### src/rtl/addrdecode_tracked.sv
// addrdecode_tracked: registered address decoder with outstanding-transaction
// tracking. Requests to a different slave are held until every earlier
// transaction has been acknowledged, so responses return in order.
// Optional build macro ADDRDECODE_LOWPOWER_EN: when defined, o_addr, o_data
// and o_decode are zeroed whenever o_valid is low.
module addrdecode_tracked #(
   parameter int unsigned NS         = 8,
   parameter int unsigned AW         = 32,
   parameter int unsigned DW         = 38,
   parameter logic [NS*AW-1:0] SLAVE_ADDR = {
      32'hE000_0000, 32'hC000_0000, 32'hA000_0000, 32'h8000_0000,
      32'h6000_0000, 32'h4000_0000, 32'h2000_0000, 32'h0000_0000},
   parameter logic [NS*AW-1:0] SLAVE_MASK = {
      32'hE000_0000, 32'hE000_0000, 32'hE000_0000, 32'hE000_0000,
      32'hE000_0000, 32'hE000_0000, 32'hF000_0000, 32'hF000_0000},
   parameter int unsigned LGMAXBURST = 6
) (
   input  logic                  i_clk,
   input  logic                  i_reset_n,
   input  logic                  i_valid,
   output logic                  o_stall,
   input  logic [AW-1:0]         i_addr,
   input  logic [DW-1:0]         i_data,
   output logic                  o_valid,
   input  logic                  i_stall,
   output logic [NS:0]           o_decode,
   output logic [AW-1:0]         o_addr,
   output logic [DW-1:0]         o_data,
   input  logic                  i_ack,
   input  logic                  i_abort,
   output logic [LGMAXBURST:0]   o_outstanding,
   output logic                  o_busy
);

   localparam int unsigned DECW = NS + 1;
   localparam int unsigned CW   = LGMAXBURST + 1;
   localparam logic [CW-1:0] MAX_CNT = {1'b1, {LGMAXBURST{1'b0}}};

   typedef enum logic [1:0] {
      ST_IDLE,
      ST_LOCKED,
      ST_DRAIN
   } state_t;

   state_t           state_c;
   logic [DECW-1:0]  dec_c;
   logic [DECW-1:0]  req_c;
   logic             hit_c;
   logic             stall_c;
   logic             accept_c;
   logic             issue_c;
   logic             ack_c;
   logic             drained_c;

   logic             valid_q, valid_d;
   logic [DECW-1:0]  dec_q, dec_d;
   logic [AW-1:0]    addr_q, addr_d;
   logic [DW-1:0]    data_q, data_d;
   logic [CW-1:0]    cnt_q, cnt_d;
   logic [DECW-1:0]  lock_q, lock_d;
   logic             busy_q, busy_d;

   // Address decode: lowest matching slave wins, error slot when none match
   always_comb begin
      dec_c = '0;
      hit_c = 1'b0;
      for (int unsigned k = 0; k < NS; k++) begin
         if (!hit_c && ((i_addr ^ SLAVE_ADDR[k*AW +: AW]) & SLAVE_MASK[k*AW +: AW]) == '0) begin
            dec_c[k] = 1'b1;
            hit_c    = 1'b1;
         end
      end
      if (!hit_c) begin
         dec_c[NS] = 1'b1;
      end
      req_c = i_valid ? dec_c : '0;
   end

   // Classify the lock relative to the incoming request
   always_comb begin
      state_c = ST_LOCKED;
      if (lock_q == '0) begin
         state_c = ST_IDLE;
      end else if (i_valid && (req_c != lock_q)) begin
         state_c = ST_DRAIN;
      end
   end

   // Next-state logic for the output stage, counter and lock
   always_comb begin
      valid_d = valid_q;
      dec_d   = dec_q;
      addr_d  = addr_q;
      data_d  = data_q;
      cnt_d   = cnt_q;
      lock_d  = lock_q;

      stall_c   = (valid_q && i_stall) || (state_c == ST_DRAIN) ||
                  (cnt_q == MAX_CNT) || i_abort;
      accept_c  = i_valid && !stall_c;
      issue_c   = valid_q && !i_stall;
      ack_c     = i_ack && (cnt_q != '0);
      drained_c = (cnt_q == '0) && !valid_q;

      // Saturating up/down count of issued-but-unacknowledged transactions
      if (issue_c && !ack_c) begin
         if (cnt_q != MAX_CNT) begin
            cnt_d = cnt_q + CW'(1);
         end
      end else if (ack_c && !issue_c) begin
         cnt_d = cnt_q - CW'(1);
      end

      if (accept_c) begin
         valid_d = 1'b1;
         dec_d   = req_c;
         addr_d  = i_addr;
         data_d  = i_data;
         lock_d  = req_c;
      end else begin
         if (issue_c) begin
            valid_d = 1'b0;
            dec_d   = '0;
`ifdef ADDRDECODE_LOWPOWER_EN
            addr_d  = '0;
            data_d  = '0;
`endif
         end
         // Release the lock once fully drained and nothing matching is waiting
         if ((state_c != ST_IDLE) && drained_c && ((state_c == ST_DRAIN) || !i_valid)) begin
            lock_d = '0;
         end
      end

      if (i_abort) begin
         valid_d = 1'b0;
         dec_d   = '0;
         cnt_d   = '0;
         lock_d  = '0;
`ifdef ADDRDECODE_LOWPOWER_EN
         addr_d  = '0;
         data_d  = '0;
`endif
      end

      busy_d = valid_d || (cnt_d != '0);
   end

   // State and output registers with synchronous active-low reset
   always_ff @(posedge i_clk) begin
      if (!i_reset_n) begin
         valid_q <= 1'b0;
         dec_q   <= '0;
         addr_q  <= '0;
         data_q  <= '0;
         cnt_q   <= '0;
         lock_q  <= '0;
         busy_q  <= 1'b0;
      end else begin
         valid_q <= valid_d;
         dec_q   <= dec_d;
         addr_q  <= addr_d;
         data_q  <= data_d;
         cnt_q   <= cnt_d;
         lock_q  <= lock_d;
         busy_q  <= busy_d;
      end
   end

   assign o_stall       = stall_c;
   assign o_valid       = valid_q;
   assign o_decode      = dec_q;
   assign o_addr        = addr_q;
   assign o_data        = data_q;
   assign o_outstanding = cnt_q;
   assign o_busy        = busy_q;

endmodule

### config.mk
export PLATFORM = sky130hd
export DESIGN_NAME = addrdecode_tracked
export DESIGN_NICKNAME = d
export VERILOG_FILES = /design/src/rtl/addrdecode_tracked.sv
export SDC_FILE = /design/constraint.sdc
export NUM_CORES = 1
export LEC_CHECK = 0
export BUFFER_PORTS_ARGS = -buffer_cell sky130_fd_sc_hd__buf_2
export CAP_MARGIN = 20
export CORE_MARGIN = 10
export CORE_UTILIZATION = 49
export CTS_CLUSTER_DIAMETER = 120
export CTS_CLUSTER_SIZE = 14
export DETAILED_ROUTE_END_ITERATION = 8
export PLACE_DENSITY_LB_ADDON = 0.15
export SLEW_MARGIN = 30
export SYNTH_ARGS = -nofsm -noshare
export SYNTH_HDL_FRONTEND = slang
export SYNTH_SLANG_ARGS = --single-unit
### constraint.sdc
create_clock -name i_clk -period 3.2 [get_ports i_clk]
set_input_delay 0 -clock i_clk [delete_from_list [all_inputs] [get_ports i_clk]]
set_output_delay 0 -clock i_clk [all_outputs]
set_load 0.02 [all_outputs]
; ---- Word-level counts from Yosys, hierarchy flattened
; Index checks and enable logic that the tools add are counted.
; Widths: inputs -> output; s select.
[totals]
output_inout_bits = 89
word_cells = 102
regBits = 97
input_bits = 76
[op_classes]
mux = 30
n_bitwise = 8
n_eq_ne = 4
reduce_logical = 51
n_addsub = 2
[ops]
columns = operator, n
row1 = $logic_not 32->1, 8
row2 = $mux 9, 5
row3 = $mux 7, 4
row4 = $mux 1, 19
row5 = $logic_and 1x1->1, 17
row6 = $reduce_bool 7->1, 2
row7 = $logic_not 1->1, 13
row8 = $logic_not 9->1, 1
row9 = $ne 9x9->1, 1
row10 = $add 7x1->7 const B, 1
row11 = $eq 7x7->1 const B, 1
row12 = $logic_not 7->1, 1
row13 = $ne 7x7->1 const B, 1
row14 = $sub 7x1->7 const B, 1
row15 = $not 2->2, 3
row16 = $reduce_bool 2->1, 3
row17 = $logic_or 1x1->1, 5
row18 = $mux 2, 2
row19 = $not 1->1, 4
row20 = $not 3->3, 1
row21 = $eq 2x2->1 const B, 1
row22 = $reduce_or 2->1, 1

; ---- Logic depth before layout (Yosys ltp)
[logic_depth]
depth_word = 38
ltp_mapped = 11
ltp_nobuf = 9

; ---- Least setup slack after synthesis
; Ideal clock, no wire load.
[synth_timing]
path_kind = reg2reg
startpoint = register cnt_q[0] (netlist: o_outstanding[0])
endpoint = register busy_q (netlist: o_busy)
n_path_buf = 0
t_required_ns = 3.069
path_stages_with_launch = 10
setup_slack_ns = 0.775
synth_period_minus_slack_ns = 2.425
t_arrival_ns = 2.294
setup_ns = 0.131
path_cell_list = dfxtp_1 > inv_1 > ha_1 > nor2b_1 > a211oi_1 > a22oi_1 > xor2_1 > a21oi_1 > o41ai_1 > nand3_1
[synth_via]
elab_chain_len = 8
elab_cells_between_ends = 21
cone_classes = add/sub (2) / eq/ne (2) / mux (6) / reduce/logical (11)
[synth_lines]
columns = item, line_no
row1 = from (decl), 59  ; logic [CW-1:0] cnt_q, cnt_d;
row2 = from (signal assigned), 164  ; cnt_q <= cnt_d;
row3 = "parallel branches: the longest is 7 deep, another holds $sub 7x1->7", -
row4 = $logic_or 1x1->1 *, 146  ; busy_d = valid_d || (cnt_d != '0);
row5 = to (signal assigned), 166  ; busy_q <= busy_d;
row6 = to (decl), 61  ; logic busy_q, busy_d;
; Mark *: on every way between the ends.
; A chain may end at the register's enable or synchronous reset.

; ---- Final worst setup path
[layout_timing]
startpoint = register cnt_q[0] (netlist: o_outstanding[0])
endpoint = register addr_q[0] (netlist: o_addr[0])
[layout_via]
elab_chain_len = 5
[layout_lines]
columns = item, line_no
row1 = $eq 7x7->1, 99  ; (cnt_q == MAX_CNT) || i_abort;
row2 = $logic_or 1x1->1, 98  ; stall_c = (valid_q && i_stall) || (state_c == ST_DRAIN) ||
row3 = $logic_or 1x1->1, 99
row4 = $logic_not 1->1, 100  ; accept_c = i_valid && !stall_c;
row5 = $logic_and 1x1->1, 100
row6 = to (signal assigned), 162  ; addr_q <= addr_d;
row7 = to (decl), 57  ; logic [AW-1:0] addr_q, addr_d;
; No other way between the ends.

==> reports/qor.yml <==
outcome:
  status: "finished clean"
cts:
  insertion_delay_ns: 0.35
  clkTransAtPathRegs_ns: 0.09
  clkSinkCount: 97
  clockBufferDepth: 2
  cts_setup_buffers: 0
  clk_root_buffer_cell: "clkbuf_8"
  cts_made_buffers: 9
  h-tree-depth: 3
  cts_tree: "yes"
worst_setup_path:
  cpPeakStageDelay_ns: 0.65
  required_ns: 3.44
  crit_path_end_kind: "flop"
  cp_max_fo: 28
  criticalPathCategory: "flop to flop"
  worstSetupStartpointType: "flop"
  slowest_stage: "and3_2"
  worst_ep_arrival_time_ns: 3.04
  path_cells: "inv_1, ha_1, and3_1, nor3b_1, and3_2, buf_12, nand2_1, a21boi_0"
detailed_routing:
  drc: 0
  wirelength_um: 13700
  wl_per_cell_um: 16.6
  drt_iter0_drc: 232
  viasPerCell: 5.27
  ant_nets: 0
  vias: 4351
  dr.pass1.iters: 5
power:
  swShare_pct: 29.3
  power_leakage_nw: 2.61
  power_switching_mw: 0.789
  p_comb_share_pct: 22.0
  pwr-share-seq_pct: 48.7
  ir_worst_vdd_v: 0.000353
  power_density_nw_per_um2: 451
  p_int_mw: 1.90
  clock_power_share_pct: 29.3
global_routing:
  grt_overflow: 0
  grt_pass1_wl_um: 22100
  grt_use_total_pct: 20.6
  grt_max_degree: 80
  antenna_found_initial: 1
  grt_pass1_vias: 4472
sta:
  slew_headroom_pct: 54.3
  worst_slew_pin_slew_ns: 0.685
  setup_tns_ns: 0
  maxSlewViolCount: 0
  setup_viol: 0
  min_period_ns: 2.80
  finalHoldViolCount: 0
  max_freq_mhz: 357
  period_share_pct: 87.5
  rsz0062_at_grt: "no"
  fin_skew_ns: 0.0113
layout:
  multi_input_area_um2: 2100
  drive_gt1_share_pct: 27.4
  ff_latch_area_um2: 1940
  nets: 795
  syn_to_final_growth_pct: 40.2
  fin_cells: 826
  fillCellCount: 647
die:
  die_h_um: 113
  dieArea_um2: 12800
  pin_count: 165
  core-area_um2: 8340
  initial_core_util_pct: 50.9
  row_count: 33
  die_w_um: 113
synthesis:
  yosys-top-cells-area: "dfxtp_1 46%, nand2_1 13%, a21boi_0 9.0%, a21boi_1 3.5%, a21oi_1 2.2%"
  avgSynthCellArea_um2: 8.45
  synth_top_cell_by_area: "dfxtp_1"
  syn_nets: 582
  synth_seq_area_share_pct: 45.7
  ys_ff_latch: 97
  yosysTopAreaCellShare_pct: 45.7
  syn_area_um2: 4250
  synth_cell_types: 59
  netlist_instances: 503
  yosysWarnings: 0
  synth-edff-count: 0
  async_flop_share_pct: 0
  ys.flop_type: "dfxtp_1"
flow_run:
  maxCapViolCount: 0
hold_path:
  hp-class: "input port to flop"
place:
  port_buffers: 164
  routabilityCongestion: 0.850
  dpl.cell_count: 741
  dpl.hpwl_um: 9170
-- stage by stage --
stage	area, um^2	power [mW]	utilization [%]	hold WS, ns	setup slack (ns)
finish	5960	2.69	71.4	0.0179	0.399
global route	5960	2.81	71.4	0.0355	0.205
CTS	5950	2.71	71.4	0.000854	0.493
detailed placement	5070	1.85	60.8	0.246	0.499
global placement	5070	1.84	60.8	0.239	0.522
floorplan	4250	1.68	-	0.134	0.775
-- synth_stat cells, types with 4 or more instances --
| cell | n |
|---|---|
| nor3b_1 | 4 |
| buf_2 | 4 |
| and3_1 | 4 |
| nand4_1 | 5 |
| nand3_1 | 17 |
| nor4_1 | 4 |
| a22o_1 | 7 |
| nor2_1 | 12 |
| nor3_1 | 4 |
| dfxtp_1 | 97 |
| buf_6 | 5 |
| buf_4 | 5 |
| clkbuf_1 | 21 |
| and2_1 | 5 |
| nor2b_1 | 6 |
| a21oi_1 | 19 |
| a21boi_0 | 51 |
| nand2_1 | 152 |
| a21boi_1 | 20 |
-- worst paths after layout --
path | slack, ns | endpoint | from | cells past startpoint
worst min-delay path | 0.02 | o_addr[30]$_SDFFE_PN0N_ | i_addr[30] | 3
worst min register to register | 0.45 | o_addr[12]$_SDFFE_PN0N_ | o_addr[12]$_SDFFE_PN0N_ | 2
worst max-delay path | 0.40 | o_addr[0]$_SDFFE_PN0N_ | o_outstanding[0]$_SDFF_PN0_ | 8
worst max register to register | 0.40 | o_addr[0]$_SDFFE_PN0N_ | o_outstanding[0]$_SDFF_PN0_ | 8
-- power groups by stage --
stage                     Combinational, mW  Sequential, mW  Clock, mW
final                                 0.591            1.31      0.788
after detailed placement              0.518            1.34          0
after global routing                  0.645            1.32      0.852
after floorplan                       0.273            1.41          0
after CTS                             0.585            1.31      0.818
after global placement                0.508            1.33          0
-- repair_timing --
| action | 4_1_cts | 5_1_grt |
|---|---|---|
| resized for setup | 0 | 0 |
| hold endpoints to repair | 72 | 0 |
| hold buffers | 69 | 0 |
-- worst max-delay path: cells and delay by family, from the launching register on --
family,cells,cell delay (ns)
compound gates,1,0.26
fa+ha+maj,1,0.24
buf+inv,2,0.36
flops,1,0.43
simple gates,4,1.39
-- placed cells by master, fill, tap and decap left out, types with 2 or more instances in the layout --
| cell type | n |
|---|---|
| ha_1 | 3 |
| nand3_1 | 17 |
| buf_4 | 3 |
| nor2b_1 | 6 |
| a21o_1 | 2 |
| inv_1 | 3 |
| a2111oi_0 | 2 |
| a21boi_0 | 51 |
| a211oi_1 | 3 |
| a21oi_1 | 19 |
| mux2i_1 | 3 |
| and3_1 | 3 |
| nor3_1 | 4 |
| and2_1 | 5 |
| or3_1 | 2 |
| a31o_2 | 2 |
| nand2_1 | 152 |
| a22o_1 | 7 |
| buf_12 | 2 |
| or3b_2 | 2 |
| o21ai_0 | 2 |
| dlygate4sd3_1 | 69 |
| nand2b_1 | 3 |
| xnor2_1 | 2 |
| clkbuf_8 | 10 |
| nor4_1 | 4 |
| nand4_1 | 5 |
| dfxtp_1 | 97 |
| nor3b_1 | 4 |
| clkinv_2 | 2 |
| buf_2 | 164 |
| a21boi_1 | 20 |
| nor2_1 | 12 |
| a211o_1 | 2 |
| o31ai_1 | 2 |
| nand3b_1 | 3 |
-- kinds of logic (layout without fill, tap and decap cells) --
| kind of cell | count (synthesis) | in the layout | share of synthesized area, % |
|---|---|---|---|
| AND/OR/NAND/NOR | 232 | 232 | 25.2 |
| other | 0 | 1 | 0 |
| AO/OA/AOI/OAI | 126 | 126 | 22.0 |
| buffers and inverters | 39 | 256 | 4.89 |
| flip-flops | 97 | 97 | 45.7 |
| XOR/XNOR | 3 | 3 | 0.618 |
| adder cells (fa/ha/maj) | 3 | 3 | 0.883 |
| multiplexers | 3 | 3 | 0.707 |
-- cell type report --
type / instances / area share (%)
clock inverter: 5 / 0.945
antenna: 1 / 0.0420
timing repair buffer: 238 / 26.4
tap: 105 / 2.21
sequential: 97 / 32.6
inverter: 3 / 0.189
multi-input combinational: 367 / 35.3
clock buffer: 10 / 2.31
-- metal layers --
metal / part of all wire, % / global-route usage (%) / up-vias
li1: - / - / 2147
met1: 39 / 22.2 / 1996
met2: 48 / 34.1 / 167
met3: 8.9 / 7.77 / 41
met4: 3.6 / 11.1 / 0
met5: 0 / 0 / -
-- flip-flops by register name, indices dropped and copies added (netlist names) --
name / flops
o_busy: 1
o_outstanding: 7
o_data: 38
o_decode: 9
o_valid: 1
o_addr: 32
lock_q: 9
Power figures use the tool's default switching activity.
